## config.mk

```make
export PLATFORM = sky130hd
export DESIGN_NAME = digit_entry_writer
export DESIGN_NICKNAME = d
export VERILOG_FILES = /design/src/rtl/digit_entry_writer.sv
export SDC_FILE = /design/constraint.sdc
export NUM_CORES = 1
export LEC_CHECK = 0
export ABC_AREA = 0
export CORE_MARGIN = 10
export CORE_UTILIZATION = 44
export DETAILED_ROUTE_END_ITERATION = 10
export GPL_ROUTABILITY_DRIVEN = 1
export PLACE_DENSITY = 0.59
export SLEW_MARGIN = 20
export SYNTH_ARGS = -nofsm -noshare
export SYNTH_HDL_FRONTEND = slang
export SYNTH_SLANG_ARGS = --single-unit
```

## constraint.sdc

```tcl
create_clock -name clk -period 7.3 [get_ports clk]
set_clock_uncertainty 0.2 [all_clocks]
set_input_delay 1.46 -clock clk [delete_from_list [all_inputs] [get_ports clk]]
set_output_delay 1.46 -clock clk [all_outputs]
set_load 0.05 [all_outputs]
```

## src/rtl/digit_entry_writer.sv

```systemverilog
// Pushbutton-driven editor for a 10-digit (40-bit) word: debounced keys step a digit,
// move the cursor and publish the working buffer to the display memory.
module digit_entry_writer #(
   parameter int          DEBOUNCE_CNT = 1_000_000,
   parameter int          BLINK_CNT    = 12_500_000,
   parameter int          DIGIT_MAX    = 15,
   parameter logic [39:0] INIT_MEM     = 40'h0987654321
) (
   input  logic        clk,
   input  logic        rst_n,
   input  logic        key_inc_n,
   input  logic        key_next_n,
   input  logic        key_commit_n,
   output logic [39:0] mem,
   output logic        mem_valid,
   output logic [3:0]  cursor,
   output logic [3:0]  edit_digit,
   output logic        blink,
   output logic        dirty
);

   localparam int L_CNT_MAX = (DEBOUNCE_CNT > BLINK_CNT) ? DEBOUNCE_CNT : BLINK_CNT;
   localparam int CW        = ($clog2(L_CNT_MAX) < 1) ? 1 : $clog2(L_CNT_MAX);
   localparam logic [CW-1:0] L_DEB_LAST   = CW'(DEBOUNCE_CNT - 1);
   localparam logic [CW-1:0] L_BLINK_LAST = CW'(BLINK_CNT - 1);
   localparam logic [3:0]    L_DIGIT_MAX  = 4'(DIGIT_MAX);

   typedef enum logic {S_EDIT, S_COMMIT} state_t;

   state_t        r_state, w_state_next;
   logic [39:0]   r_buf, w_buf_next;
   logic [39:0]   r_mem, w_mem_next;
   logic [3:0]    r_cursor, w_cursor_next;
   logic          r_mem_valid, w_mem_valid_next;
   logic [CW-1:0] r_blink_cnt;
   logic          r_blink;
   logic [3:0]    w_edit_digit;

   // Key index 0 = inc, 1 = next, 2 = commit
   logic [2:0]    w_key_raw;
   logic [2:0]    w_press;
   logic          r_sync1  [3];
   logic          r_sync2  [3];
   logic          r_stable [3];
   logic          r_press  [3];
   logic [CW-1:0] r_cnt    [3];

   assign w_key_raw = {key_commit_n, key_next_n, key_inc_n};

   genvar gi;
   generate
      for (gi = 0; gi < 3; gi++) begin : g_key
         always_ff @(posedge clk or negedge rst_n) begin
            if (!rst_n) begin
               r_sync1[gi]  <= 1'b1;
               r_sync2[gi]  <= 1'b1;
               r_stable[gi] <= 1'b1;
               r_press[gi]  <= 1'b0;
               r_cnt[gi]    <= '0;
            end else begin
               r_sync1[gi] <= w_key_raw[gi];
               r_sync2[gi] <= r_sync1[gi];
               r_press[gi] <= 1'b0;
               if (r_sync2[gi] != r_stable[gi]) begin
                  if (r_cnt[gi] == L_DEB_LAST) begin
                     r_stable[gi] <= r_sync2[gi];
                     r_cnt[gi]    <= '0;
                     // only the falling (press) edge is an event
                     r_press[gi]  <= ~r_sync2[gi];
                  end else begin
                     r_cnt[gi] <= r_cnt[gi] + 1'b1;
                  end
               end else begin
                  r_cnt[gi] <= '0;
               end
            end
         end
         assign w_press[gi] = r_press[gi];
      end
   endgenerate

   assign w_edit_digit = r_buf[{r_cursor, 2'b00} +: 4];

   always_ff @(posedge clk or negedge rst_n) begin
      if (!rst_n) begin
         r_state     <= S_EDIT;
         r_buf       <= INIT_MEM;
         r_mem       <= INIT_MEM;
         r_cursor    <= 4'd0;
         r_mem_valid <= 1'b0;
      end else begin
         r_state     <= w_state_next;
         r_buf       <= w_buf_next;
         r_mem       <= w_mem_next;
         r_cursor    <= w_cursor_next;
         r_mem_valid <= w_mem_valid_next;
      end
   end

   always_comb begin
      w_state_next     = r_state;
      w_buf_next       = r_buf;
      w_mem_next       = r_mem;
      w_cursor_next    = r_cursor;
      w_mem_valid_next = 1'b0;
      case (r_state)
         S_EDIT: begin
            if (w_press[2]) begin
               w_mem_next       = r_buf;
               w_mem_valid_next = 1'b1;
               w_state_next     = S_COMMIT;
            end else if (w_press[1]) begin
               w_cursor_next = (r_cursor == 4'd9) ? 4'd0 : r_cursor + 4'd1;
            end else if (w_press[0]) begin
               w_buf_next[{r_cursor, 2'b00} +: 4] =
                  (w_edit_digit == L_DIGIT_MAX) ? 4'd0 : w_edit_digit + 4'd1;
            end
         end
         S_COMMIT: begin
            // presses landing in this cycle are intentionally dropped
            w_state_next = S_EDIT;
         end
         default: w_state_next = S_EDIT;
      endcase
   end

   // Free-running blink divider, independent of key activity
   always_ff @(posedge clk or negedge rst_n) begin
      if (!rst_n) begin
         r_blink_cnt <= '0;
         r_blink     <= 1'b0;
      end else if (r_blink_cnt == L_BLINK_LAST) begin
         r_blink_cnt <= '0;
         r_blink     <= ~r_blink;
      end else begin
         r_blink_cnt <= r_blink_cnt + 1'b1;
      end
   end

   assign mem        = r_mem;
   assign mem_valid  = r_mem_valid;
   assign cursor     = r_cursor;
   assign edit_digit = w_edit_digit;
   assign blink      = r_blink;
   assign dirty      = (r_buf != r_mem);

endmodule

```

# == After elaboration in Yosys (flattened, before gate mapping) ==
# Cells that the tools add are included.
# classes
addsub,7
n_eq_ne,10
shifts,3
mux,19
bitwise,7
n_reduce_logical,6
# ops
cell,n
two-way mux 24 bit,7
"adder 24 x 1 -> 24 bit, second input constant",4
"== test 24 x 20 -> 1 bit, second input constant",3
bitwise mux 40 bit,1
!= test 40 bit,1
"variable shift 4 x 8 -> 40 bit, first input constant",1
variable part select 4 x 8 -> 40 bit,1
variable part select 40 x 7 -> 4 bit,1
"== test 24 bit, second input constant",1
"adder 4 x 1 -> 4 bit, second input constant",2
"== test 4 bit, second input constant",2
two-way mux 1 bit,8
two-way mux 4 bit,2
negation 6 -> 8 bit,1
AND reduction 2 bit,4
inverter 1 bit,7
AND reduction 4 bit,1
!= test 1 bit,3
AND reduction 3 bit,1
case mux 1 bit (2 select lines),1
# word_totals
register_bits,195
input_bits,5
output_inout_bits,51
elab_cells,74

# == Longest topological paths before layout ==
# depth
ltp_word,5
ltp_mapped,10

# == Worst setup path before layout ==
# OpenSTA, ideal clock, no wires.
# synth_timing
path_type,reg2out
startpoint,reg r_cursor[0] (netlist: cursor[0])
endpoint,out edit_digit[2]
arrival_time_ns,2.248
required_time_ns,5.640
setup_slack_ns,3.392
stages_incl_launch_ff,6
path_buffers,3
path_cell_list,dfrtp_1 buf_4 buf_6 buf_4 mux2i_1 o22ai_1
# synth_between
elab_chain_len,1
# synth_rtl
item,line,text
from (decl),33,"logic [3:0] r_cursor, w_cursor_next;"
from (signal assigned),95,r_cursor <= w_cursor_next;
variable part select 40 x 7 -> 4 bit,82,"assign w_edit_digit = r_buf[{r_cursor, 2'b00} +: 4];"
to (decl),17,"output logic [3:0] edit_digit,"
# Every way passes these cells.

# == Worst setup path after layout ==
# layout_timing
startpoint,reg r_cursor[1] (netlist: cursor[1])
endpoint,out edit_digit[2]
# Same word-level chain as after synthesis.

==> summary.md <==
| Metric | Value |
|---|---|
| Outcome | finished clean |
| Metal1 wirelength | 9903 um |
| Hold-fix buffer count after cts | 0 |
| Crit. End Element | output port |
| Pwr/cell area | 185.9 nW/um^2 |
| Final WL | 20060 um |
| Post-synth EDFFs | 0 |
| Critical Path Max Stage Delay | 920 ps |
| Final period util | 63.01% |
| DRT iter0 DRCs | 331 |
| Largest net degree at the start of global routing | 74 |
| Vias per cell | 5.258 |
| First-pass GRT wire length | 33950 um |
| # rows | 53 |
| Hold WS | 157.3 ps |
| Most used flip-flop cell after synthesis | dfrtp_1 |
| WL met3 | 859 um |
| Die Y | 165.8 um |
| Setup TNS | 0 ps |
| CTS root buffer | clkbuf_16 |
| Post-synthesis sequential area ratio | 52.44% |
| Top-area cell type share of the netlist area | 41.48% |
| Nets | 938 |
| Worst EP required | 5640 ps |
| Tmin final | 4600 ps |
| Ports | 56 |
| Dpl hpwl | 14140 um |
| Hold crit path type | reg2reg |
| Top Family by Delay on Critical Path | buffers and inverters |
| Synth Register Bits | 194 |
| Diode count | 0 |
| Slew Limit Headroom | 40.63% |
| Mapped cell area | 9350 um^2 |
| Port-buffer cells | 55 |
| Total Routing Usage GR | 14.73% |
| Later-pin clock latency in the skew report | 430 ps |
| Vias | 6368 |
| Top Layer Used | met4 |
| Starting Density | 44.62% |
| Layout cell share with drive strength beyond 1 | 16.45% |
| Max-Cap Viols | 0 |
| Cell Chain, Critical Path | inv_1 > nand3_1 > o22ai_1 > clkdlybuf4s50_1 |
| CTS tree | yes |
| Die X | 165.8 um |
| FMAX | 0.2174 GHz |
| Total nets after synthesis | 881 |
| Most frequent cells in the layout | dfrtp_1 (155), nor2_1 (123), xnor2_1 (70) |
| Core area | 20960 um^2 |
| Initial antenna violation count | 0 |
| Clk buf depth | 2 |
| Die area | 27480 um^2 |
| Peak VDD IR | 0.1443 mV |
| DRC Markers | 0 |
| Critical Path AT | 2940 ps |
| Clock transition at the registers of the reported paths | 70 ps |
| Number of global-route vias before repair | 6305 |
| Final setup fails | 0 |
| Yosys cell types | 48 |
| Met2 wire length | 9150 um |
| Syn Area/Cell | 10.80 um^2 |
| Ys async rst share | 100.0% |
| Lkg Pwr | 4.558 nW |
| Setup Fix Bufs, Post-CTS | 0 |
| Post-Synthesis Cells | 866 |
| Commonest non-fill, non-tap cell in the layout | dfrtp_1 |
| Fill count | 1952 |
| Max-slew violations | 0 |
| Crit path buffers/inverters | 2 |
| RSZ-0062 raised after global routing | false |
| Synth Warn # | 0 |
| DRT Pass-1 Iters | 5 |
| Grt ovf | 0 |
| Leading area contributor after synthesis | dfrtp_1 |
| DRT antenna net count | 0 |
| Area Overhead vs Synth | 14.89% |
| H-Tree Depth | 4 |
| Num CTS Buffers | 17 |
| Final Hold Vio Count | 0 |
| Pwr Total | 1.997 mW |
| Setup crit start kind | flop |
| Placer Congestion | 0.8773 |
| Worst slew pin tran | 890.6 ps |
| Sink Count | 194 |
| Area contributors post-synth | dfrtp_1 (41%), dfstp_2 (11%), mux2_2 (7.8%), xnor2_1 (6.6%), xor2_1 (5.4%) |
| Utilization after layout | 51.27% |
| Post-CTS sizing | 0 |
| WL per Instance | 16.57 um |
| Critical path's slowest cell | clkdlybuf4s50_1 |
| Crit Path Max Fanout | 14 |
| Critical path type | reg2out |
==> per-stage QoR <==
step	instances	setup slack (ps)	area [um^2]
2_1_floorplan	866	3392	9350
3_3_place_gp	1179	3219	10200
3_5_place_dp	1179	3195	10200
4_1_cts	1211	2725	10740
5_1_grt	1211	2604	10740
6_report	1211	2700	10740
==> synth_stat cells (2+ instances only) <==
master    instances
dfrtp_1         155
nor2_1          123
xnor2_1          70
mux2_2           65
nand2_1          60
xor2_1           58
dfstp_2          39
nand4_1          38
nand3_1          37
inv_1            25
and3_1           24
o21ai_0          20
clkbuf_1         15
nor4_1           13
nor3_1           11
ha_1             10
a21oi_1           9
mux2i_1           8
nor4b_1           8
nor2b_1           7
o22ai_1           7
or3_1             7
and2_1            6
nand2b_1          6
and4_1            4
mux4_2            4
a31oi_1           3
buf_1             3
o31ai_1           3
or2_2             3
a211oi_1          2
a21o_1            2
a22o_1            2
buf_2             2
buf_4             2
nor3b_1           2
or3b_1            2
==> metal layers <==
metal	up-vias	track usage, %
met5	-	0
met4	0	3.775
met3	11	3.336
met2	117	22.56
met1	3141	20.56
li1	3099	-
==> power by group <==
part           total, mW  internal [mW]  switching, mW
Sequential          1.09           1.08        0.00547
Clock              0.872          0.443          0.429
Combinational     0.0376        0.00760         0.0300
Total               2.00           1.53          0.465
==> kinds of logic after synthesis <==
logic type / Yosys count / synth area share [%]
fa+ha+maj: 10 / 1.338
simple gates: 354 / 18.65
compound gates: 55 / 3.814
xor+xnor: 128 / 11.99
flops: 194 / 52.44
buf+inv: 48 / 2.114
mux: 77 / 9.648
==> worst paths after layout <==
kind                       startpoint             to  depth (start not counted)  slack [ps]
max in group asynchronous       rst_n       r_buf[1]                          2        4760
min                        r_sync1[1]     r_sync2[1]                          0         160
min in group asynchronous       rst_n      r_cnt[57]                          1         810
max                         cursor[1]  edit_digit[2]                          4        2700
min reg2reg                r_sync1[1]     r_sync2[1]                          0         160
max reg2reg                 cursor[0]      r_buf[38]                          8        3980
==> registers in the layout, indices dropped and copies added (netlist names) <==
signal,flops
r_blink_cnt,24
r_buf,40
mem,40
r_sync1,3
r_stable,3
r_cnt,72
r_sync2,3
r_press,3
mem_valid,1
cursor,4
blink,1
==> area by class of cell <==
class	instances	area, um^2	share of cell area (%)
Clock buffer	19	432.9	4.030
Timing Repair Buffer	61	599.3	5.579
Sequential cell	194	4903	45.64
Tap cell	275	344.1	3.203
Inverter	25	93.84	0.8735
Multi-Input combinational cell	624	4263	39.68
Clock inverter	13	106.4	0.9900
Power figures use the tool's default switching activity.
